$ cat config.mk
export PLATFORM = sky130hd
export DESIGN_NAME = xor_serial_arbiter
export DESIGN_NICKNAME = d
export VERILOG_FILES = /design/src/rtl/xor_serial_arbiter_pkg.sv /design/src/rtl/xor_serial_arbiter_xor.sv /design/src/rtl/xor_serial_arbiter.sv
export SDC_FILE = /design/constraint.sdc
export NUM_CORES = 1
export LEC_CHECK = 0
export CAP_MARGIN = 10
export CORE_ASPECT_RATIO = 1.2
export CORE_MARGIN = 2
export CORE_UTILIZATION = 44
export CTS_BUF_LIST = sky130_fd_sc_hd__clkbuf_8
export DETAILED_ROUTE_END_ITERATION = 7
export PLACE_DENSITY_LB_ADDON = 0.2
export SYNTH_ARGS = -nofsm -noshare
export SYNTH_HDL_FRONTEND = slang
export SYNTH_HIERARCHICAL = 1
export SYNTH_SLANG_ARGS = --single-unit
$ cat constraint.sdc
create_clock -name clk -period 1.21 [get_ports clk]
set_input_delay 0.121 -clock clk [delete_from_list [all_inputs] [get_ports clk]]
set_output_delay 0.121 -clock clk [all_outputs]
set_load 0.05 [all_outputs]
$ cat src/rtl/xor_serial_arbiter_pkg.sv
// Shared definitions for the time-multiplexed XOR/parity arbiter: FSM encoding,
// default operand width and the round-robin grant rule.
package xor_serial_arbiter_pkg;

    localparam int DEFAULT_WIDTH = 16;

    typedef enum logic [1:0] {
        IDLE  = 2'd0,
        SHIFT = 2'd1,
        DONE  = 2'd2
    } ArbState;

    // Under contention the requester that was not served last wins; otherwise
    // whichever one is valid is granted (0 when neither is, which callers ignore).
    function automatic logic pickGrant(input logic valid0,
                                       input logic valid1,
                                       input logic lastGrant);
        logic grant;
        if (valid0 && valid1) begin
            grant = ~lastGrant;
        end else begin
            grant = valid1;
        end
        return grant;
    endfunction

endpackage

$ cat src/rtl/xor_serial_arbiter_xor.sv
// Hack-library style gate-level Xor built from four NAND stages; this is the
// single-bit resource the arbiter time-shares.
module Xor (
    input  logic i_a,
    input  logic i_b,
    output logic o_out
);

    logic w_nandAb;
    logic w_nandA;
    logic w_nandB;

    assign w_nandAb = ~(i_a & i_b);
    assign w_nandA  = ~(i_a & w_nandAb);
    assign w_nandB  = ~(i_b & w_nandAb);
    assign o_out    = ~(w_nandA & w_nandB);

endmodule

$ cat src/rtl/xor_serial_arbiter.sv
// Two-requester round-robin arbiter that streams operand pairs LSB-first through
// one shared bit Xor and returns the XOR word plus its parity on a valid/ready port.
module xor_serial_arbiter
    import xor_serial_arbiter_pkg::*;
#(
    parameter int WIDTH = DEFAULT_WIDTH
) (
    input  logic             clk,
    input  logic             reset,
    input  logic             req0_valid,
    input  logic [WIDTH-1:0] req0_a,
    input  logic [WIDTH-1:0] req0_b,
    output logic             req0_ready,
    input  logic             req1_valid,
    input  logic [WIDTH-1:0] req1_a,
    input  logic [WIDTH-1:0] req1_b,
    output logic             req1_ready,
    output logic             resp_valid,
    output logic             resp_id,
    output logic [WIDTH-1:0] resp_out,
    output logic             resp_parity,
    input  logic             resp_ready
);

    localparam int CW = $clog2(WIDTH) + 1;

    ArbState          r_state;
    ArbState          w_nextState;
    logic             r_lastGrant;
    logic             r_respId;
    logic [WIDTH-1:0] r_aSh;
    logic [WIDTH-1:0] r_bSh;
    logic [WIDTH-1:0] r_result;
    logic             r_parity;
    logic [CW-1:0]    r_count;

    logic             w_anyValid;
    logic             w_grant;
    logic             w_bit;
    logic             w_parityNext;
    logic             w_lastBit;
    logic [WIDTH-1:0] w_resultNext;

    assign w_anyValid = req0_valid | req1_valid;
    assign w_grant    = pickGrant(req0_valid, req1_valid, r_lastGrant);
    assign w_lastBit  = (r_count == CW'(WIDTH - 1));

    // The one shared datapath XOR: operand bits enter LSB-first.
    Xor BitXor (
        .i_a  (r_aSh[0]),
        .i_b  (r_bSh[0]),
        .o_out(w_bit)
    );

    Xor ParityXor (
        .i_a  (r_parity),
        .i_b  (w_bit),
        .o_out(w_parityNext)
    );

    // New bit enters at the MSB so that after WIDTH shifts bit i sits at position i;
    // written as shift/or so it stays legal when WIDTH is 1.
    assign w_resultNext = (r_result >> 1) | (WIDTH'(w_bit) << (WIDTH - 1));

    always_ff @(posedge clk) begin
        if (reset) begin
            r_state <= IDLE;
        end else begin
            r_state <= w_nextState;
        end
    end

    always_comb begin
        w_nextState = r_state;
        case (r_state)
            IDLE:    if (w_anyValid) w_nextState = SHIFT;
            SHIFT:   if (w_lastBit)  w_nextState = DONE;
            DONE:    if (resp_ready) w_nextState = IDLE;
            default: w_nextState = IDLE;
        endcase
    end

    // Ready is only offered while idle, so a held response blocks both requesters.
    always_comb begin
        req0_ready = 1'b0;
        req1_ready = 1'b0;
        resp_valid = 1'b0;
        if (!reset) begin
            if (r_state == IDLE && w_anyValid) begin
                req0_ready = ~w_grant;
                req1_ready = w_grant;
            end
            resp_valid = (r_state == DONE);
        end
    end

    always_ff @(posedge clk) begin
        if (reset) begin
            r_lastGrant <= 1'b1;
            r_respId    <= 1'b0;
            r_aSh       <= '0;
            r_bSh       <= '0;
            r_result    <= '0;
            r_parity    <= 1'b0;
            r_count     <= '0;
        end else begin
            case (r_state)
                IDLE: begin
                    if (w_anyValid) begin
                        r_aSh    <= w_grant ? req1_a : req0_a;
                        r_bSh    <= w_grant ? req1_b : req0_b;
                        r_respId <= w_grant;
                        r_result <= '0;
                        r_parity <= 1'b0;
                        r_count  <= '0;
                    end
                end
                SHIFT: begin
                    r_result <= w_resultNext;
                    r_parity <= w_parityNext;
                    r_aSh    <= r_aSh >> 1;
                    r_bSh    <= r_bSh >> 1;
                    r_count  <= r_count + CW'(1);
                end
                DONE: begin
                    if (resp_ready) begin
                        r_lastGrant <= r_respId;
                    end
                end
                default: begin
                    r_count <= '0;
                end
            endcase
        end
    end

    assign resp_id     = r_respId;
    assign resp_out    = r_result;
    assign resp_parity = r_parity;

endmodule

==> impl_metrics.env <==
export IMPL_wl_per_cell_um=23.2
export IMPL_worstMarginPinSlew_ns=0.411
export IMPL_required_ns=1.49
export IMPL_initial_core_util_pct=45.4
export IMPL_clockBufferDepth=2
export IMPL_p_per_area_nw_per_um2=940
export IMPL_drive_above_1_share_pct=38.4
export IMPL_grt_max_degree=46
export IMPL_ys_flop_type="dfxtp_1"
export IMPL_worst_ep_arrival_time_ns=1.80
export IMPL_cp_end_kind="flop"
export IMPL_grtUsageMet1_pct=31.8
export IMPL_synthArstFlopShare_pct=0
export IMPL_final_nets=540
export IMPL_cts_tree="done"
export IMPL_max_slew_margin_pct=72.6
export IMPL_rsz0062_at_grt="true"
export IMPL_stdcell_count=561
export IMPL_hold_viol=0
export IMPL_r2r_end="resp_out[14]$_SDFFE_PP0P_"
export IMPL_fmax_mhz=657
export IMPL_failed_checks="negative setup slack"
export IMPL_drv_cap=0
export IMPL_hold_end="resp_id$_SDFFE_PP0P_"
export IMPL_postCtsHoldBufs=0
export IMPL_preCtsSetupSlack_ns=-0.386
export IMPL_dieHeight_um=95.8
export IMPL_min_path_type="in2reg"
export IMPL_r2r_start="r_state[0]$_SDFFE_PP0P_"
export IMPL_via_per_inst=6.31
export IMPL_period_share_pct=126
export IMPL_synth_edf_count=0
export IMPL_path_clk_slew_ns=0.08
export IMPL_met3_usage_pct=6.85
export IMPL_final_max_slew_viol_count=0
export IMPL_drc=0
export IMPL_setup_viol=60
export IMPL_synthesis_area_um2=3090
export IMPL_port_buffers=89
export IMPL_synth_cell_types=36
export IMPL_insertion_delay_ns=0.35
export IMPL_fin_crit_ns=1.52
export IMPL_path_class="reg2reg"
export IMPL_globalplace_congestion=0.750
export IMPL_ant_nets=0
export IMPL_n_antenna_cell=0
export IMPL_coreArea_um2=6810
export IMPL_cp_max_fo=5
export IMPL_grt_overflow_total=0
export IMPL_num_rows=33
export IMPL_vias=3539
export IMPL_dp_cells=511
export IMPL_synth_nets=417
export IMPL_clock_skew_ns=0.00829
export IMPL_worst_slack_ns=-0.312
export IMPL_grt_pass1_vias=3332
export IMPL_cp_start_kind="flop"
export IMPL_seq_area_frac_synth_pct=37.5
export IMPL_hp_start="reset"
export IMPL_synth_seq_cells=58
export IMPL_r2r_slack_ns=-0.31
export IMPL_synth_avg_cell_area_um2=8.94
export IMPL_fillCellCount=348
export IMPL_syn_inst=346
export IMPL_antenna_found_initial=0
export IMPL_die_area_um2=7720
export IMPL_ir_worst_vdd_v=0.000692
export IMPL_track_usage_pct=27.6
export IMPL_synth_top_area_share_pct=37.5
export IMPL_leakagePower_nw=2.23
export IMPL_cts_buffers=9
export IMPL_grtUsageMet2_pct=47.8
export IMPL_status="finished with violations"
export IMPL_worst_r2r_cell_count=8
export IMPL_grt_pass1_wl_um=16200
export IMPL_dr_pass1_iters=5
export IMPL_drtIter0Drc=302
export IMPL_clock_sinks=58
export IMPL_area_delta_synth_final_pct=84.7
export IMPL_yosys_top_cells_count="58 x dfxtp_1, 33 x mux2i_1, 31 x and2_1"
export IMPL_hold_depth=3
export IMPL_power_total_mw=5.37
export IMPL_dp_hpwl_um=5230
export IMPL_clock_root_buffer="clkbuf_8"
export IMPL_htree_levels=3
export IMPL_io_pins=90
export IMPL_ys_warn_count=6
export IMPL_totalWireLength_um=13000
export IMPL_yosysMostFrequentCell="dfxtp_1"
export IMPL_busiest_layer="met2"
export IMPL_yosys_area_top_type="dfxtp_1"
export IMPL_die_w_um=80.5
export IMPL_ys_top_cells_by_area="dfxtp_1 38%, mux2i_1 11%, and3b_1 8.5%"
## cells by family after synthesis
group | share of synthesized area, %
mux | 10.7
simple gates | 21.4
compound gates | 22.4
fa+ha+maj | 0.809
flops | 37.5
buf+inv | 6.55
xor+xnor | 0.566
## layer usage
metal / part of all wire [%] / vias up
li1: - / 1532
met1: 38 / 1763
met4: 3.7 / 0
met2: 52 / 192
met5: 0 / -
met3: 6.6 / 52
## where the power goes
part / switching, mW / internal [mW]
Clock: 0.901 / 1.15
Combinational: 0.525 / 0.684
Sequential: 0.101 / 2.01
Total: 1.53 / 3.84
## area by class of cell
type,instances,area [um^2],area share [%]
well taps,87,109,1.91
flip-flops and latches,58,1170,20.5
multi-input cells,247,2180,38.1
inverters,7,26.3,0.460
repair buffers,146,2010,35.2
clock inverters,7,93.8,1.64
clock buffers,9,124,2.17
## layout by cell type, fill, tap and decap left out, types with 3 or more instances in the layout
| master | count |
|---|---|
| clkdlybuf4s50_1 | 66 |
| dfxtp_1 | 53 |
| buf_12 | 34 |
| and3b_1 | 30 |
| a211oi_2 | 30 |
| mux2i_1 | 30 |
| o22ai_1 | 29 |
| and2_1 | 27 |
| buf_4 | 16 |
| o21ai_0 | 12 |
| a21oi_2 | 12 |
| buf_6 | 12 |
| clkbuf_8 | 9 |
| buf_16 | 8 |
| inv_1 | 7 |
| a21oi_1 | 7 |
| nand2_2 | 6 |
| nand2_4 | 6 |
| nand2_1 | 6 |
| clkbuf_16 | 6 |
| o21ai_1 | 5 |
| and2_4 | 4 |
| nor2_1 | 4 |
| dfxtp_2 | 4 |
| nand3_1 | 3 |
| mux2i_2 | 3 |
## timing repair
item                                    4_1_cts  5_1_grt
gates resized for setup                      68       60
pin swaps                                    23       36
endpoints found under the setup margin       55       59
cloned                                        9        8
setup buffers                                13       10
## flip-flops by register name, summed over array words and instances, names as in the netlist
name and flops:
r_state 2, r_lastGrant 1, resp_parity 1, r_count 5, r_bSh 16, resp_id 1
r_aSh 16, resp_out 16
## stage by stage
step | setup TNS, ns | util, % | area, um^2 | hold slack (ns)
floorplan | -0.0828 | - | 3140 | 0.291
detailed placement | -18.31 | 65.1 | 4440 | 0.467
global route | -14.31 | 83.8 | 5710 | 0.268
CTS | -6.16 | 77.6 | 5290 | 0.265
finish | -11.96 | 83.8 | 5710 | 0.257
global placement | -16.22 | 65.1 | 4440 | 0.462
## worst max-delay path by stage
stage                       startpoint  slack (ns)                   endpoint
5_1_grt        r_state[0]$_SDFFE_PP0P_       -0.37  resp_out[14]$_SDFFE_PP0P_
4_1_cts        r_state[0]$_SDFFE_PP0P_       -0.24                 resp_valid
6_report       r_state[0]$_SDFFE_PP0P_       -0.31  resp_out[14]$_SDFFE_PP0P_
2_1_floorplan  r_state[1]$_SDFFE_PP0P_       -0.07                 resp_valid
3_5_place_dp                req0_valid       -0.39      r_aSh[0]$_SDFFE_PP0P_
3_3_place_gp                req0_valid       -0.39      r_aSh[0]$_SDFFE_PP0P_
## worst max-delay path, cell delays in order, from the launching register on
cell and delay (ns):
dfxtp_2 0.34, buf_6 0.14, buf_6 0.13, buf_12 0.12, nor2b_4 0.20, buf_12 0.15
buf_6 0.12, nand2_1 0.08, a21oi_1 0.17
No activity file was read; power rests on OpenSTA's default activity.
